File: config.mk
export PLATFORM = sky130hd
export DESIGN_NAME = fp_add_arbiter
export DESIGN_NICKNAME = d
export VERILOG_FILES = /design/src/rtl/fp_mac_pkg.sv /design/src/rtl/fp_arb_tag_pipe.sv /design/src/rtl/fp_add_arbiter.sv
export SDC_FILE = /design/constraint.sdc
export NUM_CORES = 1
export LEC_CHECK = 0
export CORE_AREA = 2 2 154 156
export DETAILED_ROUTE_END_ITERATION = 12
export DIE_AREA = 0 0 156 158
export MAX_ROUTING_LAYER = met4
export PLACE_DENSITY = 0.75
export SYNTH_ARGS = -nofsm -noshare
export SYNTH_HDL_FRONTEND = slang
export SYNTH_SLANG_ARGS = --single-unit
File: constraint.sdc
create_clock -name clk -period 2.9 [get_ports clk]
set_input_delay 0.29 -clock clk [delete_from_list [all_inputs] [get_ports clk]]
set_output_delay 0.29 -clock clk [all_outputs]
set_load 0.005 [all_outputs]
File: src/rtl/fp_mac_pkg.sv
// Shared MAC datapath types, fp32 constants and the round-robin pick helper.
package fp_mac_pkg;

    localparam int unsigned FP_EXP_W = 8;
    localparam int unsigned FP_MAN_W = 23;
    localparam int unsigned FP_W     = 1 + FP_EXP_W + FP_MAN_W;
    localparam int unsigned MAX_REQ  = 32;

    typedef logic [FP_W-1:0] fp32_t;

    localparam fp32_t FP_ONE  = 32'h3F800000;
    localparam fp32_t FP_ZERO = 32'h0;

    // One-hot grant for the first valid lane scanning ptr, ptr+1, ... mod n (n <= MAX_REQ).
    function automatic logic [MAX_REQ-1:0] rr_pick(input logic [MAX_REQ-1:0] valid,
                                                   input int unsigned ptr,
                                                   input int unsigned n);
        logic [MAX_REQ-1:0] g;
        logic               found;
        int unsigned        idx;
        g     = '0;
        found = 1'b0;
        for (int unsigned k = 0; k < MAX_REQ; k++) begin
            if (k < n && !found) begin
                idx = ptr + k;
                if (idx >= n) idx = idx - n;
                if (valid[idx[4:0]]) begin
                    g[idx[4:0]] = 1'b1;
                    found       = 1'b1;
                end
            end
        end
        return g;
    endfunction

endpackage

File: src/rtl/fp_arb_tag_pipe.sv
// Lane-tag delay line matching the shared adder latency; async clear drops in-flight tags.
module fp_arb_tag_pipe #(
    parameter int unsigned NUM_REQ     = 4,
    parameter int unsigned ADD_LATENCY = 2,
    parameter int unsigned TAG_W       = (NUM_REQ > 1) ? $clog2(NUM_REQ) : 1
) (
    input  logic             clk,
    input  logic             rst_n,
    input  logic             in_valid,
    input  logic [TAG_W-1:0] in_tag,
    output logic             out_valid,
    output logic [TAG_W-1:0] out_tag
);

    logic             pv [ADD_LATENCY];
    logic [TAG_W-1:0] pt [ADD_LATENCY];

    always_ff @(posedge clk or negedge rst_n) begin
        if (!rst_n) begin
            for (int unsigned i = 0; i < ADD_LATENCY; i++) begin
                pv[i] <= 1'b0;
                pt[i] <= '0;
            end
        end else begin
            pv[0] <= in_valid;
            pt[0] <= in_tag;
            for (int unsigned i = 1; i < ADD_LATENCY; i++) begin
                pv[i] <= pv[i-1];
                pt[i] <= pt[i-1];
            end
        end
    end

    assign out_valid = pv[ADD_LATENCY-1];
    assign out_tag   = pt[ADD_LATENCY-1];

endmodule

File: src/rtl/fp_add_arbiter.sv
// Round-robin arbiter sharing one fp32 adder among NUM_REQ lanes, results routed back by tag.
// Optional per-lane grant counters enabled by `FP_ARB_STATS_EN.
module fp_add_arbiter
    import fp_mac_pkg::*;
#(
    parameter int unsigned NUM_REQ     = 4,
    parameter int unsigned ADD_LATENCY = 2,
    parameter int unsigned CNT_W       = 16
) (
    input  logic                   clk,
    input  logic                   rst_n,
    input  logic [NUM_REQ-1:0]     req_valid,
    input  logic [NUM_REQ*32-1:0]  req_a,
    input  logic [NUM_REQ*32-1:0]  req_b,
    output logic [NUM_REQ-1:0]     req_ready,
    output logic [31:0]            add_a,
    output logic [31:0]            add_b,
    input  logic [31:0]            add_result,
    output logic [NUM_REQ-1:0]     rsp_valid,
    output logic [31:0]            rsp_data
`ifdef FP_ARB_STATS_EN
    ,
    output logic [NUM_REQ*CNT_W-1:0] stat_grants
`endif
);

    localparam int unsigned TAG_W = (NUM_REQ > 1) ? $clog2(NUM_REQ) : 1;

    if (NUM_REQ < 1 || NUM_REQ > MAX_REQ || ADD_LATENCY < 1 || CNT_W < 1) begin : g_param_check
        $error("fp_add_arbiter: parameter out of range");
    end

    logic [TAG_W-1:0]   ptr, ptr_nxt, lane, pipe_tag;
    logic [MAX_REQ-1:0] valid_ext, grant_full;
    logic               accept, pipe_valid;
    fp32_t              sel_a, sel_b;
    logic [NUM_REQ-1:0] rsp_onehot;

    // Grant is masked during reset so nothing can be accepted while state is being cleared.
    always_comb begin
        valid_ext                = '0;
        valid_ext[NUM_REQ-1:0]   = req_valid;
        grant_full               = rr_pick(valid_ext, 32'(ptr), NUM_REQ);
        req_ready                = rst_n ? grant_full[NUM_REQ-1:0] : '0;
        accept                   = |req_ready;
        lane                     = '0;
        for (int unsigned i = 0; i < MAX_REQ; i++) begin
            if (grant_full[i]) lane = TAG_W'(i);
        end
        sel_a = FP_ZERO;
        sel_b = FP_ZERO;
        for (int unsigned i = 0; i < NUM_REQ; i++) begin
            if (req_ready[i]) begin
                sel_a = req_a[32*i +: 32];
                sel_b = req_b[32*i +: 32];
            end
        end
        ptr_nxt    = (lane == TAG_W'(NUM_REQ - 1)) ? '0 : lane + 1'b1;
        rsp_onehot = '0;
        for (int unsigned i = 0; i < NUM_REQ; i++) begin
            if (pipe_valid && pipe_tag == TAG_W'(i)) rsp_onehot[i] = 1'b1;
        end
    end

    always_ff @(posedge clk or negedge rst_n) begin
        if (!rst_n) begin
            ptr       <= '0;
            add_a     <= FP_ZERO;
            add_b     <= FP_ZERO;
            rsp_valid <= '0;
            rsp_data  <= FP_ZERO;
        end else begin
            if (accept) begin
                ptr   <= ptr_nxt;
                add_a <= sel_a;
                add_b <= sel_b;
            end
            rsp_valid <= rsp_onehot;
            if (pipe_valid) rsp_data <= add_result;
        end
    end

    fp_arb_tag_pipe #(
        .NUM_REQ     (NUM_REQ),
        .ADD_LATENCY (ADD_LATENCY),
        .TAG_W       (TAG_W)
    ) u_tag_pipe (
        .clk       (clk),
        .rst_n     (rst_n),
        .in_valid  (accept),
        .in_tag    (lane),
        .out_valid (pipe_valid),
        .out_tag   (pipe_tag)
    );

`ifdef FP_ARB_STATS_EN
    always_ff @(posedge clk or negedge rst_n) begin
        if (!rst_n) begin
            stat_grants <= '0;
        end else begin
            for (int unsigned i = 0; i < NUM_REQ; i++) begin
                if (req_ready[i] && stat_grants[i*CNT_W +: CNT_W] != '1)
                    stat_grants[i*CNT_W +: CNT_W] <= stat_grants[i*CNT_W +: CNT_W] + 1'b1;
            end
        end
    end
`endif

endmodule

* After elaboration in Yosys (flattened, before gate mapping)
Cells that the tools add are included.
Storage, ports and cells: word-level logic and storage cells 126, bits in writable memories 0, latch bits 0, input port bits 294, memories 0, output and inout bits 104, flip-flop bits (word level) 108, memory bits (read-only) 0
Operators by class: reduce and logical (&&, ||, !) cells 10, multiply operators 0, mux-type cells 80, magnitude comparators 12, equality and inequality tests 4, div/mod/pow operators 0, shift-type cells 0, bitwise logic cells 3, add/subtract/negate cells 8
Operators with widths (count):
- 32-bit 2-to-1 mux | 15
- 32-bit OR | 3
- 2-bit 2-to-1 mux | 31
- 5-bit 2-to-1 mux | 7
- 5-bit by 6-bit < comparator with 1-bit output (second input constant) | 4
- 1-bit binary-select mux with 5-bit select | 4
- 1-bit demux with 5-bit select | 4
- 5-bit by 1-bit greater-or-equal comparator with 1-bit output (second input constant) | 4
- 1-bit 2-to-1 mux | 18
- 3-bit by 3-bit subtractor with 4-bit output (second input constant) | 3
- 3-bit greater-or-equal comparator (second input constant) | 3
- 1-bit logical AND | 8
- 2-bit by 2-bit adder with 3-bit output (second input constant) | 2
- 2-bit == test (second input constant) | 3
- 4-bit 2-to-1 mux | 1
- 4-bit OR reduction | 1
- 2-bit by 3-bit subtractor with 4-bit output (second input constant) | 1
- 2-bit by 1-bit adder with 3-bit output (second input constant) | 1
- 2-bit by 3-bit greater-or-equal comparator with 1-bit output (second input constant) | 1
- 2-bit by 1-bit adder with 2-bit output (second input constant) | 1
- 2-bit by 1-bit == test with 1-bit output (second input constant) | 1
- 2-bit zero test | 1

* Logic depth before layout (Yosys ltp)
Gate-level depths: netlist of run 1.
depth after elaboration 56, mapped depth 16, depth with buffers taken out 12

* Hierarchy
A second synthesis of run 1 with hierarchy kept.
Second synthesis, totals: cell total of the unflattened synthesis 597, area total of the unflattened synthesis 6615.1 µm²
By module, submodules not included:
- fp_add_arbiter | area an instance 6449.9 µm², cells an instance 589, sequential area each 2552.4 µm², times used 1
- fp_arb_tag_pipe | area an instance 165.2 µm², cells an instance 8, sequential area each 150.1 µm², times used 1

* Worst setup path before layout of run 1
OpenSTA, ideal clock, no wires.
path kind reg2reg, start point register ptr[0], end point register add_a[23], arrival 3.098 ns, slack -0.272 ns, library setup time 0.074 ns, data required time 2.826 ns, stages on the path, launching flop included 14, path buffers 3, clock period less this slack 3.172 ns, cells stage by stage dfrtp_1 buf_6 inv_1 ha_1 mux2_1 and3_1 o211a_1 a221o_1 o21a_2 nor4_4 buf_4 buf_2 nand2_1 o21ai_2
On the way: elaborated cells between the ends (all ways) 67, classes of those cells add/sub: 7; order compare: 12; mux: 40; bitwise: 3; reduce/logical: 5
RTL lines:
- start: declaration | RTL line fp_add_arbiter.sv:33 | logic [TAG_W-1:0] ptr, ptr_nxt, lane, pipe_tag;
- start signal: assignment | RTL line fp_add_arbiter.sv:74 | ptr <= ptr_nxt;
- 2-bit by 1-bit adder with 3-bit output | RTL line fp_mac_pkg.sv:25 | idx = ptr + k;
- 3-bit by 3-bit subtractor with 4-bit output or 3-bit greater-or-equal comparator (tied branches) | RTL line fp_mac_pkg.sv:26 | if (idx >= n) idx = idx - n;
- 5-bit 2-to-1 mux | RTL line fp_mac_pkg.sv:26
- 5-bit 2-to-1 mux | RTL line fp_mac_pkg.sv:24 | if (k < n && !found) begin
- 5-bit by 6-bit < comparator with 1-bit output (not written as such) or 5-bit by 1-bit greater-or-equal comparator with 1-bit output (tied branches) | RTL line fp_mac_pkg.sv:28 | g[idx[4:0]] = 1'b1;
- 1-bit logical AND (not written as such) | RTL line fp_mac_pkg.sv:28
- 1-bit 2-to-1 mux (not written as such) | RTL line fp_mac_pkg.sv:28
- 1-bit demux with 5-bit select | RTL line fp_mac_pkg.sv:28
- (+4 left out)
- 32-bit 2-to-1 mux | RTL line fp_mac_pkg.sv:27 | if (valid[idx[4:0]]) begin
- 32-bit 2-to-1 mux | RTL line fp_mac_pkg.sv:24
- 32-bit OR (no source line)
- 32-bit 2-to-1 mux | RTL line fp_mac_pkg.sv:27
- 32-bit 2-to-1 mux (*) | RTL line fp_mac_pkg.sv:24
- 4-bit 2-to-1 mux (*) | RTL line fp_add_arbiter.sv:44 | req_ready = rst_n ? grant_full[NUM_REQ-1:0] : '0;
- net req_ready[1] | RTL line fp_add_arbiter.sv:15 | output logic [NUM_REQ-1:0] req_ready,
- 32-bit 2-to-1 mux (3 in series) | RTL line fp_add_arbiter.sv:53 | if (req_ready[i]) begin
- end signal: assignment | RTL line fp_add_arbiter.sv:75 | add_a <= sel_a;
- end: declaration | RTL line fp_add_arbiter.sv:16 | output logic [31:0] add_a,
The timed path passes the listed nets; every way through them passes the cells marked *. The select of a mux whose other input is x is not followed. A chain may end at the register's enable or synchronous reset.

* Final worst setup path of run 1
start point register ptr[0], end point register add_a[10]
On the way: word-level cells in the longest chain between the ends 22, elaborated cells between the ends (all ways) 67, classes of those cells add/sub: 7; order compare: 12; mux: 40; bitwise: 3; reduce/logical: 5
RTL lines (RTL line):
- 2-bit by 1-bit adder with 3-bit output | fp_mac_pkg.sv:25
- 3-bit by 3-bit subtractor with 4-bit output or 3-bit greater-or-equal comparator (tied branches) | fp_mac_pkg.sv:26
- 5-bit 2-to-1 mux | fp_mac_pkg.sv:26
- 5-bit 2-to-1 mux | fp_mac_pkg.sv:24
- 5-bit by 6-bit < comparator with 1-bit output (not written as such) or 5-bit by 1-bit greater-or-equal comparator with 1-bit output (tied branches) | fp_mac_pkg.sv:28
- 1-bit logical AND (not written as such) | fp_mac_pkg.sv:28
- 1-bit 2-to-1 mux (not written as such) | fp_mac_pkg.sv:28
- 1-bit demux with 5-bit select | fp_mac_pkg.sv:28
- (+3 left out)
- 32-bit OR (no source line)
- 32-bit 2-to-1 mux | fp_mac_pkg.sv:27
- 32-bit 2-to-1 mux | fp_mac_pkg.sv:24
- 32-bit OR (no source line)
- 32-bit 2-to-1 mux | fp_mac_pkg.sv:27
- 32-bit 2-to-1 mux (*) | fp_mac_pkg.sv:24
- 4-bit 2-to-1 mux (*) | fp_add_arbiter.sv:44
- 32-bit 2-to-1 mux (4 in series) | fp_add_arbiter.sv:53
Mark *: on every way between the ends. The rest lies on a longest branch, timed or not. The select of a mux whose other input is x is not followed.

==> flow_metrics.env, run 1 <==
export IMPL_fp_dieArea_sq_um=24600
export IMPL_p_sw_share_pct=40.3
export IMPL_yosys_cell_count_top_type="dfrtp_1"
export IMPL_finalSetupViolations=71
export IMPL_vias=6723
export IMPL_r2r_slack_ns=-0.28
export IMPL_remaining_drc_errors=0
export IMPL_worstSkewPairLatency_ns=0.36
export IMPL_stdcell_count=1351
export IMPL_critPathKind="reg -> reg"
export IMPL_power_density_nw_per_um2=1200
export IMPL_nets=1355
export IMPL_yosys_area_share_simple_pct=11.0
export IMPL_synthMuxAreaShare_pct=7.66
export IMPL_hold_path_class="in -> async"
export IMPL_clk_pin_slew_worst_paths_ns=0.09
export IMPL_cap_violations=0
export IMPL_drt_total_wl_um=26700
export IMPL_pwr_share_clk_pct=9.1
export IMPL_fin_crit_ns=3.18
export IMPL_clockRootBuffer="clkbuf_16"
export IMPL_grt_pass1_vias=6921
export IMPL_synth_enable_flop_cells=0
export IMPL_syn_to_final_growth_pct=89.4
export IMPL_max_freq_mhz=314
export IMPL_synth_top_cell_area_share_pct=41.0
export IMPL_power_leakage_uw=0.00542
export IMPL_relSlewSlack_pct=33.4
export IMPL_initial_core_util_pct=28.6
export IMPL_die_y_um=158
export IMPL_hold_violations=0
export IMPL_p_int_uw=8970
export IMPL_worstPathMaxFanout=8
export IMPL_core_area_sq_um=23100
export IMPL_grt_use_total_pct=20.5
export IMPL_setup_slack_ns=-0.284
export IMPL_r2r_start="ptr[0]"
export IMPL_final_design_area_no_fill_sq_um=12500
export IMPL_synth_common_cells="108 x dfrtp_1, 72 x nand2_1, 68 x nor2_1"
export IMPL_combPwrFrac_pct=72.1
export IMPL_seq_power_share_pct=18.7
export IMPL_first_iter_violations=330
export IMPL_required_ns=3.15
export IMPL_critPathLaunch="ptr[0]"
export IMPL_synthTopCellsByArea="dfrtp_1 41%, a221oi_2 14%, o21ai_2 8.0%, a21o_1 7.4%, mux2_2 6.1%"
export IMPL_yosysWarningCount=0
export IMPL_synth_top_area_cell="dfrtp_1"
export IMPL_numCtsBuffers=9
export IMPL_syn_instance_count=595
export IMPL_crit_end="add_a[10]"
export IMPL_cts_htree_levels=3
export IMPL_yosysSeqAreaShare_pct=41.0
export IMPL_drv_slew=0
export IMPL_ir_worst_vdd_v=0.000606
export IMPL_firstDrtPassIters=4
export IMPL_antenna_found_initial=3
export IMPL_routabilityCongestion=0.861
export IMPL_wl_per_cell_um=19.7
export IMPL_grt_first_pass_wirelength_um=37900
export IMPL_cts_buffer_depth=2
export IMPL_synthArstFlopShare_pct=100
export IMPL_endpoint_kind="flip-flop"
export IMPL_ant_nets=0
export IMPL_synth_top_family_by_area="compound AO/OA/AOI/OAI gates"
export IMPL_r2r_end="add_a[10]"
export IMPL_critPathLaunchType="flip-flop"
export IMPL_ys_flop_type="dfrtp_1"
export IMPL_synth_xor_area_share_pct=0
export IMPL_syn_num_nets=897
export IMPL_outcome="complete, but fails checks"
export IMPL_grt_ovfl_total=0
export IMPL_dp_hpwl_um=19700
export IMPL_die_w_um=156
export IMPL_drive_gt1_share_pct=31.1
export IMPL_clock_skew_ns=0.0169
export IMPL_cts_num_sinks=108
export IMPL_synthAdderAreaFrac_pct=1.52
export IMPL_ys_types=48
export IMPL_grt_setup_unrepaired="yes"
export IMPL_io_pins=398
export IMPL_violations="setup timing"
export IMPL_drt_vias_per_instance=4.98
export IMPL_finalCritPeriodShare_pct=110
export IMPL_ff2ff_path_depth=14
export IMPL_syn_cell_area_sq_um=6600
export IMPL_synth_compound_area_share_pct=32.9
export IMPL_place_inst=1304
export IMPL_io_buffers=397
export IMPL_tritoncts="yes"
export IMPL_switching_power_uw=6060
export IMPL_placed_cell_area_sq_um=11300
export IMPL_grt_max_degree=74
export IMPL_rows=56
export IMPL_synth_avg_cell_area_sq_um=11.1
export IMPL_arrival_ns=3.43
export IMPL_tightest_slew_ns=0.999
export IMPL_ys_seq_elements=108
==> state kept, by name (all words and copies together), names as in the netlist <==
| signal | flops |
|---|---|
| rsp_valid | 4 |
| rsp_data | 32 |
| add_b | 32 |
| u_tag_pipe.out_valid | 1 |
| u_tag_pipe.out_tag | 2 |
| u_tag_pipe.pv | 1 |
| add_a | 32 |
| u_tag_pipe.pt | 2 |
| ptr | 2 |
==> layout by cell type, fill, tap and decap left out, drive strengths merged, types with 2 or more instances in the layout <==
cell and instances:
nor3b 2, nand2b 2, clkinv 4, inv 8
nand3b 2, diode 3, clkbuf 14, a221oi 65
dfrtp 108, buf 97, a31oi 4, nand2 72
and2 4, ha 8, clkdlybuf4s50 392, o211a 2
a21o 65, o21ai 66, nand3 5, nor3 3
a21oi 7, and3 4, mux4 3, mux2 38
nor2 68
==> final cells by class <==
class,count,area (sq um)
multi-input combinational,433,4060
clock buffer,9,225
inverter,7,32.5
timing repair buffer,494,5000
fill,2008,10600
sequential,108,2700
clock inverter,7,105
tap,290,363
antenna,3,7.51
==> worst min-delay path by stage <==
stage	to	depth (start not counted)	from	slack [ns]
2_1_floorplan	add_a[0]	0	rst_n	-0.006
3_3_place_gp	u_tag_pipe.out_valid	0	u_tag_pipe.pv[1]	0.33
3_5_place_dp	u_tag_pipe.out_valid	0	u_tag_pipe.pv[1]	0.34
4_1_cts	add_a[15]	2	rst_n	0.07
5_1_grt	add_a[15]	2	rst_n	0.10
6_report	add_b[1]	2	rst_n	0.07
==> what timing repair did <==
item | 4_1_cts | 5_1_grt
setup buffers | 14 | 8
pin swaps | 13 | 23
endpoints found under the setup margin | 71 | 71
hold buffers | 0 | 0
resized for setup | 50 | 65
gates cloned | 1 | 6
==> per-stage QoR <==
| step | setup TNS (ns) | hold slack (ns) | utilization (%) | setup slack [ns] | power [uW] |
|---|---|---|---|---|---|
| 3_5_place_dp | -15.26 | 0.336 | 48.8 | -0.265 | 11900 |
| 3_3_place_gp | -12.54 | 0.333 | 48.8 | -0.207 | 11800 |
| 2_1_floorplan | -12.24 | -0.00559 | - | -0.201 | 8120 |
| 4_1_cts | -10.62 | 0.0684 | 51.5 | -0.197 | 13800 |
| 6_report | -16.18 | 0.0705 | 54.2 | -0.284 | 15000 |
| 5_1_grt | -26.78 | 0.104 | 54.2 | -0.434 | 16000 |
==> cells by family (layout without fill, tap and decap cells) <==
| group | count (synthesis) | count (layout) |
|---|---|---|
| compound gates | 217 | 217 |
| fa+ha+maj | 8 | 8 |
| simple gates | 165 | 166 |
| mux | 42 | 42 |
| other cells | 0 | 3 |
| flops | 108 | 108 |
| buf+inv | 55 | 517 |
==> worst max-delay path: stages, from the launching register on <==
cell,delay [ns]
dfrtp_1,0.40
clkinvlp_4,0.12
ha_4,0.31
mux2_4,0.30
and3_4,0.19
nor4b_4,0.39
buf_4,0.17
a221o_1,0.16
o21a_2,0.17
buf_6,0.12
nor3b_4,0.05
buf_6,0.16
buf_12,0.16
a221oi_4,0.28
o21ai_2,0.09
==> power by group through the flow <==
| stage | clock network (uW) | logic [uW] | registers (uW) |
|---|---|---|---|
| 2_1_floorplan | 0 | 5290 | 2830 |
| 3_3_place_gp | 0 | 8990 | 2780 |
| 3_5_place_dp | 0 | 9110 | 2800 |
| 4_1_cts | 1410 | 9640 | 2780 |
| 5_1_grt | 1460 | 11600 | 2910 |
| 6_report | 1370 | 10800 | 2820 |
==> layer usage <==
layer / track usage [%] / share of wire, % / wire (um)
met1: 23.5 / 40 / 10700
met2: 35.5 / 50 / 13400
met3: 4.76 / 7.1 / 1890
met4: 6.47 / 2.6 / 696
met5: - / 0 / 0
No activity file was read; power rests on OpenSTA's default activity.
==> inputs of run 2 (changes only) <==
--- a/config.mk
+++ b/config.mk
@@ -6,6 +6,7 @@
 export NUM_CORES = 1
 export LEC_CHECK = 0
 export CORE_AREA = 2 2 154 156
+export CTS_CLUSTER_SIZE = 28
 export DETAILED_ROUTE_END_ITERATION = 12
 export DIE_AREA = 0 0 156 158
 export MAX_ROUTING_LAYER = met4
==> results of run 2 <==
Final layout, timing and power as in run 1 (identical DEF).
